<file path="src/rtl/imem_arb_pkg.sv">
// rtl/imem_arb_pkg.sv - shared types and defaults for the two-port instruction memory arbiter
package imem_arb_pkg;

    localparam int ADDR_W_DEF = 12;

    typedef enum logic [1:0] {
        PORT_IDLE = 2'd0,
        PORT_WAIT = 2'd1,
        PORT_HOLD = 2'd2
    } port_state_t;

    typedef logic port_idx_t;

    localparam port_idx_t PORT0 = 1'b0;
    localparam port_idx_t PORT1 = 1'b1;

endpackage

</file>
<file path="src/rtl/imem_arb_port.sv">
// rtl/imem_arb_port.sv - one port's response FSM, hold register and eligibility
module imem_arb_port
    import imem_arb_pkg::*;
(
    input  logic        clk,
    input  logic        rst,
    input  logic        req,
    input  logic        rready,
    input  logic        gnt,
    input  logic        err,
    input  logic [31:0] mem_rdata,
    output logic        eligible,
    output logic        rvalid,
    output logic [31:0] rdata,
    output logic        rerr
);

    port_state_t state_q, state_d;
    logic        err_q;
    logic [31:0] hold_data_q, hold_data_d;
    logic        hold_err_q, hold_err_d;

    always_ff @(posedge clk) begin
        if (rst) begin
            state_q     <= PORT_IDLE;
            err_q       <= 1'b0;
            hold_data_q <= '0;
            hold_err_q  <= 1'b0;
        end else begin
            state_q     <= state_d;
            hold_data_q <= hold_data_d;
            hold_err_q  <= hold_err_d;
            if (gnt) begin
                err_q <= err;
            end
        end
    end

    always_comb begin
        state_d     = state_q;
        hold_data_d = hold_data_q;
        hold_err_d  = hold_err_q;
        rvalid      = 1'b0;
        rdata       = '0;
        rerr        = 1'b0;
        case (state_q)
            PORT_IDLE: begin
                if (gnt) state_d = PORT_WAIT;
            end
            PORT_WAIT: begin
                // Memory data is only valid this cycle, so bypass it straight out.
                rvalid = 1'b1;
                rdata  = err_q ? 32'h0 : mem_rdata;
                rerr   = err_q;
                if (rready) begin
                    state_d = gnt ? PORT_WAIT : PORT_IDLE;
                end else begin
                    state_d     = PORT_HOLD;
                    hold_data_d = err_q ? 32'h0 : mem_rdata;
                    hold_err_d  = err_q;
                end
            end
            PORT_HOLD: begin
                rvalid = 1'b1;
                rdata  = hold_data_q;
                rerr   = hold_err_q;
                if (rready) begin
                    state_d     = gnt ? PORT_WAIT : PORT_IDLE;
                    hold_data_d = '0;
                    hold_err_d  = 1'b0;
                end
            end
            default: state_d = PORT_IDLE;
        endcase
        if (rst) begin
            rvalid = 1'b0;
            rdata  = '0;
            rerr   = 1'b0;
        end
    end

    assign eligible = req && ((state_q == PORT_IDLE) || (rvalid && rready));

endmodule

</file>
<file path="src/rtl/imem_arb.sv">
// rtl/imem_arb.sv - round-robin two-port read arbiter for a single-port sync-read instruction memory
// Optional misaligned-address error responses: IMEM_ARB_ALIGN_CHK_EN
module imem_arb
    import imem_arb_pkg::*;
#(
    parameter int ADDR_W = ADDR_W_DEF
) (
    input  logic              clk,
    input  logic              rst,
    input  logic              p0_req,
    input  logic [31:0]       p0_addr,
    output logic              p0_gnt,
    output logic              p0_rvalid,
    output logic [31:0]       p0_rdata,
    output logic              p0_rerr,
    input  logic              p0_rready,
    input  logic              p1_req,
    input  logic [31:0]       p1_addr,
    output logic              p1_gnt,
    output logic              p1_rvalid,
    output logic [31:0]       p1_rdata,
    output logic              p1_rerr,
    input  logic              p1_rready,
    output logic              mem_en,
    output logic [ADDR_W-1:0] mem_addr,
    input  logic [31:0]       mem_rdata
);

    logic      rst_q;
    logic      block;
    port_idx_t last_q;
    logic      elig0, elig1;
    logic      mis0, mis1;
    logic      rd0, rd1;

`ifdef IMEM_ARB_ALIGN_CHK_EN
    assign mis0 = (p0_addr[1:0] != 2'b00);
    assign mis1 = (p1_addr[1:0] != 2'b00);
    logic unused_addr_bits;
    assign unused_addr_bits = ^{p0_addr[31:ADDR_W+2], p1_addr[31:ADDR_W+2]};
`else
    assign mis0 = 1'b0;
    assign mis1 = 1'b0;
    logic unused_addr_bits;
    assign unused_addr_bits = ^{p0_addr[31:ADDR_W+2], p0_addr[1:0],
                                p1_addr[31:ADDR_W+2], p1_addr[1:0]};
`endif

    // Grants stay off for one extra cycle after reset so every output reads 0 then.
    always_ff @(posedge clk) begin
        if (rst) begin
            rst_q  <= 1'b1;
            last_q <= PORT1;
        end else begin
            rst_q <= 1'b0;
            if (p0_gnt) begin
                last_q <= PORT0;
            end else if (p1_gnt) begin
                last_q <= PORT1;
            end
        end
    end

    assign block  = rst || rst_q;
    assign p0_gnt = !block && elig0 && (!elig1 || (last_q == PORT1));
    assign p1_gnt = !block && elig1 && (!elig0 || (last_q == PORT0));

    assign rd0      = p0_gnt && !mis0;
    assign rd1      = p1_gnt && !mis1;
    assign mem_en   = rd0 || rd1;
    assign mem_addr = rd0 ? p0_addr[ADDR_W+1:2] :
                      rd1 ? p1_addr[ADDR_W+1:2] : '0;

    imem_arb_port u_port0 (
        .clk       (clk),
        .rst       (rst),
        .req       (p0_req),
        .rready    (p0_rready),
        .gnt       (p0_gnt),
        .err       (mis0),
        .mem_rdata (mem_rdata),
        .eligible  (elig0),
        .rvalid    (p0_rvalid),
        .rdata     (p0_rdata),
        .rerr      (p0_rerr)
    );

    imem_arb_port u_port1 (
        .clk       (clk),
        .rst       (rst),
        .req       (p1_req),
        .rready    (p1_rready),
        .gnt       (p1_gnt),
        .err       (mis1),
        .mem_rdata (mem_rdata),
        .eligible  (elig1),
        .rvalid    (p1_rvalid),
        .rdata     (p1_rdata),
        .rerr      (p1_rerr)
    );

endmodule

</file>
<file path="config.mk">
export PLATFORM = sky130hd
export DESIGN_NAME = imem_arb
export DESIGN_NICKNAME = d
export VERILOG_FILES = /design/src/rtl/imem_arb_pkg.sv /design/src/rtl/imem_arb_port.sv /design/src/rtl/imem_arb.sv
export SDC_FILE = /design/constraint.sdc
export NUM_CORES = 1
export LEC_CHECK = 0
export CAP_MARGIN = 5
export CORE_MARGIN = 1.5
export CORE_UTILIZATION = 40
export DETAILED_ROUTE_END_ITERATION = 10
export PLACE_DENSITY = 0.84
export SETUP_SLACK_MARGIN = 0.02
export SYNTH_ARGS = -nofsm -noshare
export SYNTH_HDL_FRONTEND = slang
export SYNTH_SLANG_ARGS = --single-unit
</file>
<file path="constraint.sdc">
create_clock -name clk -period 5.2 [get_ports clk]
set_input_delay 1.04 -clock clk [delete_from_list [all_inputs] [get_ports clk]]
set_output_delay 1.04 -clock clk [all_outputs]
set_load 0.01 [all_outputs]
</file>
==> metrics.md <==
| Metric | Value |
|---|---|
| Crit path capture type | `output pin` |
| DR WL/cell | `17.0 µm` |
| Layout cell share with drive strength beyond 1 | `0.0563` |
| Synth area leaders | `dfxtp_1, a22oi_1, nor2_1` |
| Startpoint types | `input port` |
| Hold-fix buffers, CTS | `0` |
| Reg2reg setup slack | `2140 ps` |
| Crit-path max cell delay | `580 ps` |
| Cell count along the critical path | `6` |
| Ports | `185` |
| Root buf cell | `clkbuf_8` |
| CP Class | `input port to output pin` |
| Critical path arrival | `3400 ps` |
| Iteration-0 DRC Markers | `309` |
| Post-Syn Area | `3640 µm²` |
| Total grt overflow | `0` |
| Post-Syn Instances | `450` |
| XOR/XNOR Fraction of Synth Area | `0` |
| Clock Skew | `9.20 ps` |
| WP buf/inv | `2` |
| Via Count | `3,961` |
| Cells along the critical path | `clkdlybuf4s50_1, and3b_1, o211a_1, nor2_2, a22o_1, clkdlybuf4s50_1` |
| Core area | `8760 µm²` |
| Die ar. | `9670 µm²` |
| Simple-Gate Fraction of Synth Area | `0.176` |
| First-pass GRT wire length | `18.3 mm` |
| Setup Fix Bufs, Post-CTS | `0` |
| Worst hold path type | `flip-flop to flip-flop` |
| Pre-Repair DR Iteration Count | `6` |
| Die width | `98.4 µm` |
| Syn Area/Cell | `8.08 µm²` |
| Cell Rows | `34` |
| Slowest CP cell | `clkdlybuf4s50_1` |
| Maximum clock frequency | `0.225 GHz` |
| Worst-Skew Late Latency | `350 ps` |
| Slew headroom | `0.158` |
| Period utilization | `0.854` |
| Top cell type's share of synthesized area | `0.385` |
| Crit. Startpoint | `p1_rready` |
| Final TNS setup | `0 ps` |
| RSZ-0062 raised after global routing | `false` |
| Combinational family with the most area after synthesis | `compound AO/OA/AOI/OAI gates` |
| Longest Clk Path Bufs | `2` |
| CTS sink cnt | `70` |
| Hold Vio Cnt, Final | `0` |
| Layout fillers | `782` |
| Die Ht | `98.4 µm` |
| Synth top cells by count | `nor2_1, a22oi_1, dfxtp_1` |
| Maximum net fanout on the critical path | `13` |
| Overall routing resource usage | `0.231` |
| Most used flip-flop cell after synthesis | `dfxtp_1` |
| I/O Buffers | `142` |
| Largest net degree at the start of global routing | `46` |
| Initial antenna violation count | `0` |
| Peak supply drop | `141 µV` |
| Nets | `673` |
| Drt via density | `5.86` |
| Multiplexer share of the synthesized area | `0.00275` |
| Max-slew violations | `0` |
| Worst setup path end | `mem_addr[7]` |
| RR Endpoint | `u_port1.hold_data_q[4]` |
| Starting Density | `0.415` |
| DRC | `0` |
| H-tree Lvls | `3` |
| Sequential fraction of the synthesis area | `0.385` |
| Post-synth top area cell | `dfxtp_1` |
| RR Startpoint | `u_port1.state_q[0]` |
| RD Place Congestion | `0.817` |
| CTS buffer count | `9` |
| Minimum clock period | `4440 ps` |
| CTS tree | `built` |
| Layout area overhead | `44.1%` |
| P_leak | `1.71 nW` |
| Worst-Margin Slew | `1260 ps` |
| HPWL Detailed | `7.78 mm` |
| Power Dens Cells | `214 nW/µm²` |
| Reg clk slew, reported paths | `70 ps` |
| Hold slack | `501 ps` |
| Diode count | `0` |
| Synth Warn # | `0` |
| Final wirelength | `11.5 mm` |
| Reg2reg path depth | `5` |
| EDFF count, synth | `0` |
| Count leader, synth | `nor2_1` |
| ANT nets after route | `0` |
| CP most frequent cell | `clkdlybuf4s50_1` |
| Async SR Flop Fraction | `0` |
| CP top delay family | `buffers and inverters` |
| Maxcap violations | `0` |
| #FFs+latches synth | `70` |
| Adder-cell share of the synthesized area | `0.0275` |
| Final setup fails | `0` |
| Distinct cells, synth | `37` |
| Req. time, crit path | `4160 ps` |
| Compound-Gate Fraction of Synth Area | `0.338` |
| Post-CTS Resized | `0` |
| Vias in the first global route | `3,677` |
| Status | `finished clean` |
tightest hold or removal path, delay by kind of cell, from the launching register on:
| family | cells | cell delay, ps |
|---|---|---|
| AND/OR/NAND/NOR | 1 | 70 |
| flip-flops | 1 | 330 |
| AO/OA/AOI/OAI | 1 | 60 |
cells in the final DEF, fill, tap and decap left out, types with 2 or more instances in the layout:
cell type and n:
a21oi_4 2, inv_6 2, and3b_1 2, nand3_1 2, ha_1 7, a22oi_1 128, a21boi_0 2, clkbuf_8 9
nand2b_1 4, clkdlybuf4s50_1 141, o21ai_0 2, conb_1 2, a22o_1 12, nor2_2 2, buf_4 8, o2111ai_1 2
nand2_1 2, o221ai_1 2, clkinvlp_4 2, a21oi_1 4, a21o_1 2, nor2_1 129, nor2b_1 3, dfxtp_1 70
nor3b_4 2, inv_1 8
metal layers:
layer | global-route usage | vias to the layer above | part of all wire
met5 | 0 | - | 0
met2 | 0.396 | 200 | 0.49
met3 | 0.0422 | 14 | 0.080
met4 | 0.0769 | 0 | 0.012
li1 | - | 1864 | -
met1 | 0.292 | 1883 | 0.42
flip-flops by register name, summed over array words and instances, names as in the netlist:
signal               count
last_q                   1
rst_q                    1
u_port0.hold_data_q     32
u_port0.state_q          2
u_port1.hold_data_q     32
u_port1.state_q          2
per-stage QoR:
step	instances	setup WS, ps	power, mW	util	instance area, µm²
after global placement	660	813	0.728	0.578	5070
after floorplan	451	2120	0.641	-	3640
after CTS	676	749	1.13	0.598	5240
final	676	758	1.12	0.598	5240
after global routing	676	622	1.16	0.598	5240
after detailed placement	660	755	0.733	0.578	5070
where the power goes:
group / switching (mW) / internal [mW] / leakage (nW) / total, mW
logic: 0.0847 / 0.0835 / 1.06 / 0.168
registers: 0.00664 / 0.546 / 0.566 / 0.553
clock network: 0.224 / 0.176 / 0.0833 / 0.400
total: 0.315 / 0.806 / 1.71 / 1.12
worst min path at each step:
stage / from / to / slack [ps] / cells after the start
after detailed placement: u_port1.hold_data_q[3] / u_port1.hold_data_q[3] / 490 / 2
after global routing: u_port0.hold_data_q[29] / u_port0.hold_data_q[29] / 530 / 2
after floorplan: u_port0.hold_data_q[0] / u_port0.hold_data_q[0] / 470 / 2
final: u_port0.hold_data_q[21] / u_port0.hold_data_q[21] / 500 / 2
after global placement: u_port0.hold_data_q[6] / u_port0.hold_data_q[6] / 480 / 2
after CTS: u_port0.hold_data_q[21] / u_port0.hold_data_q[21] / 510 / 2
cell type report:
class	count	area, µm²	share of cell area
clock buffers	10	128	0.0243
clock inverters	6	46.3	0.00883
well taps	108	135	0.0258
inverters	8	30.0	0.00573
multi-input cells	324	2020	0.386
repair buffers	150	1480	0.282
flip-flops and latches	70	1400	0.267
logic make-up after synthesis:
kind of cell	after synthesis
compound gates	162
fa+ha+maj	8
buf+inv	57
flops	70
mux	1
other cells	1
simple gates	151
Note: power is estimated with default switching activity, not from simulation.
